==> config.mk <==
export PLATFORM = sky130hd
export DESIGN_NAME = dir_step_counter
export DESIGN_NICKNAME = d
export VERILOG_FILES = /design/src/rtl/dir_step_counter_pkg.sv /design/src/rtl/dir_step_counter_step_prescaler.sv /design/src/rtl/mux2_n.sv /design/src/rtl/dir_step_counter.sv
export SDC_FILE = /design/constraint.sdc
export NUM_CORES = 1
export LEC_CHECK = 0
export BUFFER_PORTS_ARGS = -buffer_cell sky130_fd_sc_hd__buf_2
export CAP_MARGIN = 0
export CORE_AREA = 2 2 39 41
export CTS_CLUSTER_DIAMETER = 80
export DETAILED_ROUTE_END_ITERATION = 12
export DIE_AREA = 0 0 41 43
export HOLD_SLACK_MARGIN = 0.1
export PLACE_DENSITY_LB_ADDON = 0.3
export SLEW_MARGIN = 25
export SYNTH_ARGS = -nofsm -noshare
export SYNTH_HDL_FRONTEND = slang
export SYNTH_SLANG_ARGS = --single-unit
==> constraint.sdc <==
create_clock -name clk -period 3.17 [get_ports clk]
set_input_delay 0.317 -clock clk [delete_from_list [all_inputs] [get_ports clk]]
set_output_delay 0.317 -clock clk [all_outputs]
set_load 0.01 [all_outputs]
==> src/rtl/dir_step_counter_pkg.sv <==
// Shared definitions for the dir_step_counter block: FSM encoding,
// direction constants and a prescaler width helper.
package dir_step_counter_pkg;

  // Run/stop control states
  typedef enum logic {
    ST_STOP = 1'b0,
    ST_RUN  = 1'b1
  } state_t;

  // Values of the dir input
  localparam logic DIR_UP   = 1'b1;
  localparam logic DIR_DOWN = 1'b0;

  // Prescaler register width; at least one bit even when DIV == 1
  function automatic int presc_width(input int div);
    return (div > 1) ? $clog2(div) : 1;
  endfunction

endpackage

==> src/rtl/dir_step_counter_step_prescaler.sv <==
// step_prescaler: counts 0..DIV-1 while enabled and flags the last
// count as a step. Clearing or disabling returns it to 0, so a fresh
// enable always waits the full DIV cycles before the first step.
module step_prescaler
  import dir_step_counter_pkg::*;
#(
  parameter int DIV = 3
) (
  input  logic clk,
  input  logic rst_n,
  input  logic clr,
  input  logic en,
  output logic step
);

  localparam int            PW   = presc_width(DIV);
  localparam logic [PW-1:0] LAST = PW'(DIV - 1);

  logic [PW-1:0] q;

  // Phase counter: held at 0 when cleared or disabled, wraps after LAST
  always_ff @(posedge clk or negedge rst_n) begin
    if (!rst_n) begin
      q <= '0;
    end else if (clr || !en) begin
      q <= '0;
    end else if (q == LAST) begin
      q <= '0;
    end else begin
      q <= q + 1'b1;
    end
  end

  assign step = en && !clr && (q == LAST);

endmodule

==> src/rtl/mux2_n.sv <==
// Generic n-bit 2:1 multiplexer: y = sel ? i1 : i0.
module mux2_n #(
  parameter int N = 4
) (
  input  logic [N-1:0] i0,
  input  logic [N-1:0] i1,
  input  logic         sel,
  output logic [N-1:0] y
);

  assign y = sel ? i1 : i0;

endmodule

==> src/rtl/dir_step_counter.sv <==
// dir_step_counter: direction-controlled modulo up/down counter with a
// built-in prescaler and a run/stop FSM.
// Optional feature: define DIR_STEP_COUNTER_SATURATE_EN to hold at the
// limits instead of wrapping (tick and tc still pulse on the blocked step).
//
// Output protocol: tick acts as a valid strobe for cnt. It is high for
// exactly the one cycle in which cnt first shows a stepped value; there is
// no ready/backpressure, so the consumer must take cnt in that cycle.
// tc is qualified by tick and marks a wrap (or saturation). running
// mirrors the FSM state (1 = RUN).
module dir_step_counter
  import dir_step_counter_pkg::*;
#(
  parameter int SIZE    = 4,
  parameter int MAX_VAL = 9,
  parameter int DIV     = 3
) (
  input  logic            clk,
  input  logic            rst_n,
  input  logic            run,
  input  logic            dir,
  input  logic            load,
  input  logic [SIZE-1:0] load_val,
  output logic [SIZE-1:0] cnt,
  output logic            tick,
  output logic            tc,
  output logic            running
);

  localparam logic [SIZE-1:0] MAX_C = SIZE'(MAX_VAL);

  state_t          state;
  state_t          state_next;
  logic            presc_en;
  logic            step;
  logic            at_limit;
  logic [SIZE-1:0] inc_val;
  logic [SIZE-1:0] dec_val;
  logic [SIZE-1:0] next_val;
  logic [SIZE-1:0] load_clamped;

  // FSM state register
  always_ff @(posedge clk or negedge rst_n) begin
    if (!rst_n) begin
      state <= ST_STOP;
    end else begin
      state <= state_next;
    end
  end

  // FSM next-state: run level moves between STOP and RUN
  always_comb begin
    state_next = state;
    case (state)
      ST_STOP: if (run)  state_next = ST_RUN;
      ST_RUN:  if (!run) state_next = ST_STOP;
      default: state_next = ST_STOP;
    endcase
  end

  assign running = (state == ST_RUN);

  // Prescaler only advances while in RUN with run still high; leaving RUN
  // clears it and drops any step that would have landed this cycle.
  assign presc_en = (state == ST_RUN) && run;

  step_prescaler #(
    .DIV (DIV)
  ) u_presc (
    .clk   (clk),
    .rst_n (rst_n),
    .clr   (load),
    .en    (presc_en),
    .step  (step)
  );

  // Limit reached in the current direction
  assign at_limit = (dir == DIR_UP) ? (cnt == MAX_C) : (cnt == '0);

  // Candidate values computed with explicit limit compares, never relying
  // on natural 2^SIZE overflow.
  always_comb begin
    inc_val = cnt + 1'b1;
    dec_val = cnt - 1'b1;
`ifdef DIR_STEP_COUNTER_SATURATE_EN
    if (cnt == MAX_C) inc_val = MAX_C;
    if (cnt == '0)    dec_val = '0;
`else
    if (cnt == MAX_C) inc_val = '0;
    if (cnt == '0)    dec_val = MAX_C;
`endif
  end

  mux2_n #(
    .N (SIZE)
  ) u_sel (
    .i0  (dec_val),
    .i1  (inc_val),
    .sel (dir),
    .y   (next_val)
  );

  assign load_clamped = (load_val > MAX_C) ? MAX_C : load_val;

  // Count register with load priority over stepping; tick/tc are pulses
  always_ff @(posedge clk or negedge rst_n) begin
    if (!rst_n) begin
      cnt  <= '0;
      tick <= 1'b0;
      tc   <= 1'b0;
    end else if (load) begin
      cnt  <= load_clamped;
      tick <= 1'b0;
      tc   <= 1'b0;
    end else if (step) begin
      cnt  <= next_val;
      tick <= 1'b1;
      tc   <= at_limit;
    end else begin
      tick <= 1'b0;
      tc   <= 1'b0;
    end
  end

endmodule

==> qor.csv, run 1 <==
metric,value,unit
status,"finished, final reports clean",
Worst EP required,3.31,ns
Via-to-Cell Ratio,5.00,
Routed wire per std cell,12.2,um
max_slew headroom,0.766,
Setup Skew,0.00163,ns
Setup CP Type,reg -> reg,
top cell type's share of synthesized area,0.408,
row cnt,14,
syn_nets,63,
clk sinks,9,
Ys Warns,0,
Final nets,79,
DIE AREA,0.00176,mm2
Critical Path Start Type,flip-flop,
Area contributors post-synth,"dfrtp_1 (41%), buf_6 (6.1%), nand4b_4 (4.3%)",
fin worst setup slack,1.71,ns
largest net degree at the start of global routing,12,
synthesized area,552,um2
crit-path max FO,11,
grt met1 use,0.205,
peak supply drop,0.223,mV
crit end category,flip-flop,
worst hold path class,in -> reg,
Static Leak,0.294,nW
Routed Antenna Nets,0,
first-pass GRT wire length,1700,um
"Cell Area, Placed",602,um2
GRT Total Usage,0.147,
minimum clock period,1.46,ns
Worst Max-Slew Pin Slew,0.351,ns
Worst-path clk slew,0.06,ns
cell area after layout,638,um2
Remaining DRCs,0,
Max Root-Sink Buffers,2,
Syn Area/Cell,10.2,um2
"commonest non-fill, non-tap cells in the layout","buf_2 (15), dfrtp_1 (9), o21ai_0 (4)",
gpl congestion,0.754,
total setup buffers inserted after CTS,0,
Tcrit/Tclk final,0.460,
Synth cell types,29,
share of cells above drive strength 1,0.319,
met2 GRT Util,0.194,
Vias,425,
Power Dens Cells,425,mW/mm2
Pins Over Slew Limit,0,
DRT iter0 DRCs,5,
TritonCTS clock tree,yes,
CTS buffer count,3,
RSZ-0062 raised after global routing,false,
# hold bufs at CTS,1,
post_cts resized,0,
Max Cap Viol,0,
Storage cell area,225,um2
I/O Buffers,15,
height of the die,43,um
"Seq/Total Area, Yosys",0.408,
fillers,147,
most used routing layer,met1,
vias in the first global route,405,
grt ovf,0,
Initial Utilization,0.399,
Die Width,41,um
Final Hold Fails,0,
synth-to-layout area growth,15.6,%
Clock Tree Root,clkbuf_4,
CORE AREA,0.00138,mm2
n_diodes,0,
Multi-input gate area,282,um2
f_max,0.685,GHz
CTS H-tree depth,1,
Syn Inst Count,54,
initial antenna violation count,0,
GR Util met3,0.0157,
Post-Route Setup TNS,0,ns
"commonest non-fill, non-tap cell in the layout",buf_2,
Pre-Repair DR Iteration Count,3,
final wirelength,1040,um
IO Pins,16,
WP data arrival,1.60,ns
"FF+latch count, synth",9,
# setup viols final,0,
"area leader, netlist",dfrtp_1,
pre-CTS setup slack,1.71,ns
Clock Latency Late Sink,0.26,ns
per-layer routing:
| layer | vias up | wire length (um) |
|---|---|---|
| met1 | 185 | 511 |
| met3 | 2 | 44 |
| li1 | 227 | - |
| met4 | 0 | 12 |
| met2 | 11 | 468 |
| met5 | - | 0 |
metrics by stage:
| stage | util | hold WS, ns | cells | total power [mW] |
|---|---|---|---|---|
| after floorplan | - | 0.0214 | 54 | 0.173 |
| after global placement | 0.435 | 0.175 | 80 | 0.183 |
| after detailed placement | 0.435 | 0.180 | 80 | 0.184 |
| after CTS | 0.461 | 0.206 | 85 | 0.277 |
| after global routing | 0.461 | 0.209 | 85 | 0.290 |
| final | 0.461 | 0.216 | 85 | 0.271 |
final timing paths:
check                                        from                      to  slack (ns)  depth (start not counted)
hold / removal                                run       running$_DFF_PN0_        0.22                          1
hold reg to reg            u_presc.q[0]$_DFF_PN0_  u_presc.q[0]$_DFF_PN0_        0.45                          1
setup / recovery               cnt[0]$_DFFE_PN0P_      cnt[2]$_DFFE_PN0P_        1.71                          4
setup reg to reg               cnt[0]$_DFFE_PN0P_      cnt[2]$_DFFE_PN0P_        1.71                          4
min in group asynchronous                   rst_n       running$_DFF_PN0_        0.43                          2
max in group asynchronous                   rst_n      cnt[2]$_DFFE_PN0P_        2.56                          2
cells in the mapped netlist, drive strengths merged:
library cell  instances
nand2                 2
o31a                  2
nand4b                1
o2bb2ai               1
mux2i                 2
dfrtp                 9
nand3b                2
clkbuf                1
o21ai                 5
nor4b                 1
and2                  1
nor3b                 1
a21oi                 3
o21a                  2
xnor2                 1
xor2                  2
a221o                 1
and3                  2
nor3                  3
nor4                  1
buf                   4
nor2b                 1
nor2                  3
nand3                 3
registers in the layout (all words and copies together), names as in the netlist:
register and cells:
tick 1, tc 1, running 1, u_presc.q 2, cnt 4
critical path, cell delays in order, from the launching register on:
cell     delay (ns)
dfrtp_1        0.55
nor3_2         0.10
and2_0         0.17
o31a_1         0.24
a221o_1        0.29
cell families (layout without fill, tap and decap cells):
kind of cell           Yosys count  after routing  synth area share
AO/OA/AOI/OAI                   14             14             0.166
AND/OR/NAND/NOR                 21             21             0.261
multiplexers                     2              2            0.0363
flip-flops                       9              9             0.408
XOR/XNOR                         3              3            0.0476
buffers and inverters            5             20            0.0816
where the power goes:
group	internal, mW	leakage (nW)	total [mW]	switching, mW
logic	0.0249	0.163	0.0479	0.0230
registers	0.121	0.116	0.135	0.0141
clock network	0.0485	0.0150	0.0887	0.0402
total	0.194	0.294	0.271	0.0772
layout make-up:
cell class | count | share of cell area
Multi-Input combinational cell | 40 | 0.441
Timing Repair Buffer | 16 | 0.133
Clock buffer | 4 | 0.0412
Sequential cell | 9 | 0.353
Tap cell | 16 | 0.0314
Power figures use the tool's default switching activity.
==> run 2, diff against run 1 <==
==> constraint.sdc (replaced) <==
create_clock -name clk -period 1.4 [get_ports clk]
set_input_delay 0.14 -clock clk [delete_from_list [all_inputs] [get_ports clk]]
set_output_delay 0.14 -clock clk [all_outputs]
set_load 0.01 [all_outputs]
==> run 2 against run 1 <==
Effect of this change:
- critical path depth shrank 1
- hold slack lost 0.091 ns
- sequential cell count is the same
- first-iteration DRC count shrank 40%
- clock-buffer cell count is the same
- non-clock buffer count grew 5
- routed wire length grew 14%
- critical path type unchanged
==> qor.csv, run 2 (synthesized netlist as in run 1, its figures left out) <==
metric,value,unit,change
I/O Buffers,15,,unchanged
DRT iter0 DRCs,3,,was 5
gpl congestion,0.761,,was 0.754
final wirelength,1190,um,was 1040 um
Largest register FFs,4,,unchanged
Worst R2R Path Depth,3,,was 4
CTS buffer count,3,,unchanged
Top reg by flops,cnt,,unchanged
"commonest non-fill, non-tap cells in the layout","buf_2 (15), dfrtp_1 (8), o21ai_0 (4), buf_4 (4)",,"was buf_2 (15), dfrtp_1 (9), o21ai_0 (4)"
fillers,140,,was 147
Final nets,84,,was 79
fin util,0.499,,was 0.461
Via-to-Cell Ratio,5.29,,was 5.00
TritonCTS clock tree,yes,,unchanged
Clock Latency Late Sink,0.26,ns,about the same
Static Leak,0.317,nW,was 0.294 nW
Pins Over Slew Limit,0,,unchanged
peak supply drop,0.535,mV,was 0.223 mV
Switch Pwr,184,uW,was 77.2 uW
crit end category,flip-flop,,unchanged
r2r endpoint,cnt[2]$_DFFE_PN0P_,,unchanged
Worst-path clk slew,0.06,ns,about the same
grt ovf,0,,unchanged
Setup Skew,0.00565,ns,was 0.00163 ns
f_max,0.767,GHz,was 0.685 GHz
CP startpoint,cnt[1]$_DFFE_PN0P_,,was cnt[0]$_DFFE_PN0P_
CP max stage delay,0.42,ns,was 0.55 ns
Hold Path Sink,cnt[0]$_DFFE_PN0P_,,was running$_DFF_PN0_
Power Internal,457,uW,was 194 uW
Worst Max-Slew Pin Slew,0.267,ns,was 0.351 ns
Pre-Repair DR Iteration Count,4,,was 3
Multi-input gate area,293,um2,was 282 um2
dpl cells,84,,was 80
Clock Tree Root,clkbuf_4,,unchanged
Hold WS,0.126,ns,was 0.216 ns
clk sinks,9,,unchanged
# setup viols final,0,,unchanged
Post-Route Setup TNS,0,ns,unchanged
synth-to-layout area growth,25.2,%,was 15.6%
first-pass GRT wire length,1970,um,was 1700 um
"commonest non-fill, non-tap cell in the layout",buf_2,,unchanged
Routed Antenna Nets,0,,unchanged
DP HPWL,840,um,
Max Cap Viol,0,,unchanged
Remaining DRCs,0,,unchanged
IO Pins,16,,unchanged
GRT Total Usage,0.171,,was 0.147
RSZ-0062 raised after global routing,false,,unchanged
worst hold path class,in -> reg,,unchanged
worst-path cell chain,"and3_1, o31a_1, a221o_1",,"was nor3_2, and2_0, o31a_1, a221o_1"
Top Family by Delay on Critical Path,compound AO/OA/AOI/OAI gates,,was flip-flops
Setup CP Type,reg -> reg,,unchanged
worst r2r src,cnt[1]$_DFFE_PN0P_,,was cnt[0]$_DFFE_PN0P_
Final Hold Fails,0,,unchanged
Max Root-Sink Buffers,2,,unchanged
Worst EP required,1.54,ns,was 3.31 ns
cell area after layout,691,um2,was 638 um2
Die Width,41,um,unchanged
Worst Hold Launch,load_val[0],,was run
Critical Path Start Type,flip-flop,,unchanged
minimum clock period,1.30,ns,was 1.46 ns
biggest regs,"cnt x4, u_presc.q x2",,unchanged
fin worst setup slack,0.0969,ns,was 1.71 ns
switching share of power,0.287,,was 0.285
share of cells above drive strength 1,0.365,,was 0.319
vias in the first global route,424,,was 405
Seq pwr share,0.460,,was 0.496
Storage cell area,226,um2,was 225 um2
"Cell Count, Final, Fillers Out",90,,was 85
height of the die,43,um,unchanged
row cnt,14,,unchanged
CORE AREA,0.00138,mm2,unchanged
initial antenna violation count,0,,unchanged
total power draw,641,uW,was 271 uW
"Cell Area, Placed",632,um2,was 602 um2
Comb pwr share,0.225,,was 0.177
flop2flop setup slack,0.1,ns,was 1.71 ns
CTS H-tree depth,1,,unchanged
Bufs and invs on worst path,0,,unchanged
Routed wire per std cell,13.2,um,was 12.2 um
pre-CTS setup slack,0.0795,ns,was 1.71 ns
WP data arrival,1.45,ns,was 1.60 ns
Tcrit/Tclk final,0.931,,was 0.460
Power Dens Cells,928,mW/mm2,was 425 mW/mm2
DIE AREA,0.00176,mm2,unchanged
status,"finished, final reports clean",,unchanged
max_slew headroom,0.822,,was 0.766
n_diodes,0,,unchanged
clock power share,0.315,,was 0.327
crit-path max FO,3,,was 11
hold depth,3,,was 1
largest net degree at the start of global routing,11,,was 12
Initial Utilization,0.399,,unchanged
Vias,476,,was 425
Critical-path top delay cell,dfrtp_1,,unchanged
==> run 2: final cells by class <==
cell class / instances / area share
Multi-Input combinational cell: 40 / 0.424
Tap cell: 16 / 0.0290
Sequential cell: 9 / 0.328
Timing Repair Buffer: 21 / 0.181
Clock buffer: 4 / 0.0380
==> run 2: tightest hold or removal path, stage by stage <==
cell and delay, ns:
buf_2 0.07, o21ai_0 0.07, o21ai_0 0.07
==> run 2: how the worst max path moves through the flow <==
stage,cells past startpoint,slack [ns],to
after global placement,4,0.09,cnt[2]$_DFFE_PN0P_
after global routing,4,0.006,cnt[2]$_DFFE_PN0P_
final,3,0.1,cnt[2]$_DFFE_PN0P_
after CTS,4,0.06,cnt[2]$_DFFE_PN0P_
after detailed placement,4,0.08,cnt[2]$_DFFE_PN0P_
after floorplan,4,0.03,cnt[2]$_DFFE_PN0P_
==> run 2: timing repair <==
action / CTS / global route
endpoints found under the hold margin: 10 / 0
resized for setup: 0 / 3
setup endpoints to repair: 0 / 3
setup buffers: 0 / 0
hold buffers: 2 / 0
==> run 2: per-layer routing <==
| metal | vias up | GRT usage | share of wire |
|---|---|---|---|
| met5 | - | 0 | 0 |
| met4 | 0 | 0.0600 | 0.011 |
| met3 | 2 | 0.0785 | 0.056 |
| met2 | 17 | 0.238 | 0.50 |
| met1 | 219 | 0.228 | 0.43 |
| li1 | 238 | - | - |
==> run 2: power groups by stage <==
stage / logic, mW / registers, mW / clock network (mW)
final: 0.144 / 0.295 / 0.202
after detailed placement: 0.137 / 0.297 / 0
after floorplan: 0.0956 / 0.296 / 0
after global routing: 0.162 / 0.297 / 0.230
after global placement: 0.136 / 0.297 / 0
after CTS: 0.144 / 0.292 / 0.209
==> run 3, diff against run 2 <==
==> constraint.sdc (replaced) <==
create_clock -name clk -period 1.4 [get_ports clk]
set_input_delay 0 -clock clk [delete_from_list [all_inputs] [get_ports clk]]
set_output_delay 0 -clock clk [all_outputs]
set_load 0.01 [all_outputs]
==> run 3 against run 2 <==
Effect of this change:
- clock power is 2% higher
- design area grew 7.2%
- clock-buffer cell count unchanged
- largest cell class unchanged
- routed wire length grew 6.9%
- die area is the same
- non-clock buffer count grew 5
- critical path depth grew 2
- critical path type is now in -> reg
- via count rose by 3.4%
- global-route usage grew 0.71 points
- highest routed layer unchanged
==> qor.csv, run 3 (synthesized netlist as in run 1, its figures left out) <==
metric,value,unit,change
"commonest non-fill, non-tap cells in the layout","buf_2 (15), dfrtp_1 (8), dlygate4sd3_1 (7)",,"was buf_2 (15), dfrtp_1 (8), o21ai_0 (4), buf_4 (4)"
share of cells above drive strength 1,0.342,,was 0.365
status,"finished, final reports clean",,unchanged
GRT Total Usage,0.178,,was 0.171
crit end category,flip-flop,,unchanged
Critical Path Start Type,input pin,,was flip-flop
IO Pins,16,,unchanged
synth-to-layout area growth,34.2,%,was 25.2%
grt ovf,0,,unchanged
Routed Antenna Nets,0,,unchanged
total setup buffers inserted after CTS,0,,unchanged
Via-to-Cell Ratio,5.18,,was 5.29
Max Cap Viol,0,,unchanged
Vias,492,,was 476
Worst Max-Slew Pin Slew,0.269,ns,was 0.267 ns
Tcrit/Tclk final,0.947,,was 0.931
RSZ-0062 raised after global routing,false,,unchanged
largest net degree at the start of global routing,11,,unchanged
Worst-path clk slew,0.06,ns,about the same
f_max,0.754,GHz,was 0.767 GHz
# setup viols final,0,,unchanged
Clock Tree Root,clkbuf_4,,unchanged
Power Dens Cells,887,mW/mm2,was 928 mW/mm2
Top reg by flops,cnt,,unchanged
DP HPWL,840,um,unchanged
crit-path max FO,10,,was 3
vias in the first global route,450,,was 424
gpl congestion,0.761,,unchanged
initial antenna violation count,0,,unchanged
final wirelength,1270,um,was 1190 um
CTS buffer count,3,,unchanged
max_slew headroom,0.821,,was 0.822
DRT iter0 DRCs,7,,was 3
CORE AREA,0.00138,mm2,unchanged
peak supply drop,0.552,mV,was 0.535 mV
Static Leak,0.337,nW,was 0.317 nW
Initial Utilization,0.399,,unchanged
Largest register FFs,4,,unchanged
WP data arrival,1.46,ns,was 1.45 ns
Max Root-Sink Buffers,2,,unchanged
Pins Over Slew Limit,0,,unchanged
DIE AREA,0.00176,mm2,unchanged
Final Hold Fails,0,,unchanged
Pre-Repair DR Iteration Count,4,,unchanged
n_diodes,0,,unchanged
minimum clock period,1.33,ns,was 1.30 ns
first-pass GRT wire length,2050,um,was 1970 um
Remaining DRCs,0,,unchanged
Setup Skew,0.00508,ns,was 0.00565 ns
clk sinks,9,,unchanged
CTS H-tree depth,1,,unchanged
height of the die,43,um,unchanged
TritonCTS clock tree,yes,,unchanged
worst hold path class,in -> async,,was in -> reg
Clock Latency Late Sink,0.27,ns,was 0.26 ns
fin worst setup slack,0.0739,ns,was 0.0969 ns
Final nets,89,,was 84
I/O Buffers,15,,unchanged
Worst EP required,1.54,ns,about the same
biggest regs,"cnt x4, u_presc.q x2",,unchanged
Setup CP Type,in -> reg,,was reg -> reg
fillers,139,,was 140
"commonest non-fill, non-tap cell in the layout",buf_2,,unchanged
Routed wire per std cell,13.3,um,was 13.2 um
Post-Route Setup TNS,0,ns,unchanged
Die Width,41,um,unchanged
pre-CTS setup slack,0.0795,ns,unchanged
row cnt,14,,unchanged
[run 3: cell types whose count changed in the layout (fill, tap and decap cells not counted), sizes merged]
cell,change
dlygate4sd3,+5
[run 3: repair_timing]
action	4_1_cts	5_1_grt
gates resized for setup	0	4
hold buffers	7	0
endpoints found under the setup margin	0	4
hold endpoints to repair	16	0
[run 3: final timing paths]
check | slack, ns | depth (start not counted) | end | startpoint
min in group clk | 0.15 | 4 | cnt[1]$_DFFE_PN0P_ | load_val[3]
min | 0.11 | 2 | cnt[3]$_DFFE_PN0P_ | rst_n
max in group asynchronous | 1.10 | 2 | cnt[0]$_DFFE_PN0P_ | rst_n
max reg2reg | 0.10 | 3 | cnt[2]$_DFFE_PN0P_ | cnt[1]$_DFFE_PN0P_
max | 0.07 | 5 | cnt[0]$_DFFE_PN0P_ | load
min reg2reg | 0.45 | 1 | u_presc.q[0]$_DFF_PN0_ | u_presc.q[0]$_DFF_PN0_
[run 3: area by class of cell]
cell class	count	area [um2]	area share
clock buffers	4	26.3	0.0355
repair buffers	26	175	0.236
flip-flops and latches	9	226	0.306
well taps	16	20.0	0.0270
multi-input cells	40	293	0.395
[run 3: power breakdown]
group,switching [mW],internal (mW),total (mW)
Clock,0.0957,0.110,0.206
Sequential,0.0207,0.274,0.295
Combinational,0.0741,0.0828,0.157
Total,0.190,0.467,0.657
[run 3: worst max-delay path: stages]
cell           delay (ns)
dlygate4sd3_1        0.53
buf_2                0.18
o21ai_1              0.10
dlygate4sd3_1        0.57
o21ai_0              0.08
[run 3: metal layers]
metal	GRT usage	part of all wire
met1	0.222	0.41
met2	0.266	0.51
met3	0.0785	0.067
met4	0.0600	0.010
met5	0	0
[run 3: through the flow]
step	cells	cell area [um2]	hold slack, ns	util	power [mW]
CTS	95	728	0.120	0.526	0.656
finish	95	741	0.105	0.535	0.657
detailed placement	84	632	-0.135	0.457	0.434
global route	95	741	0.132	0.535	0.702
global placement	84	632	-0.136	0.457	0.432
floorplan	54	552	-0.296	-	0.391
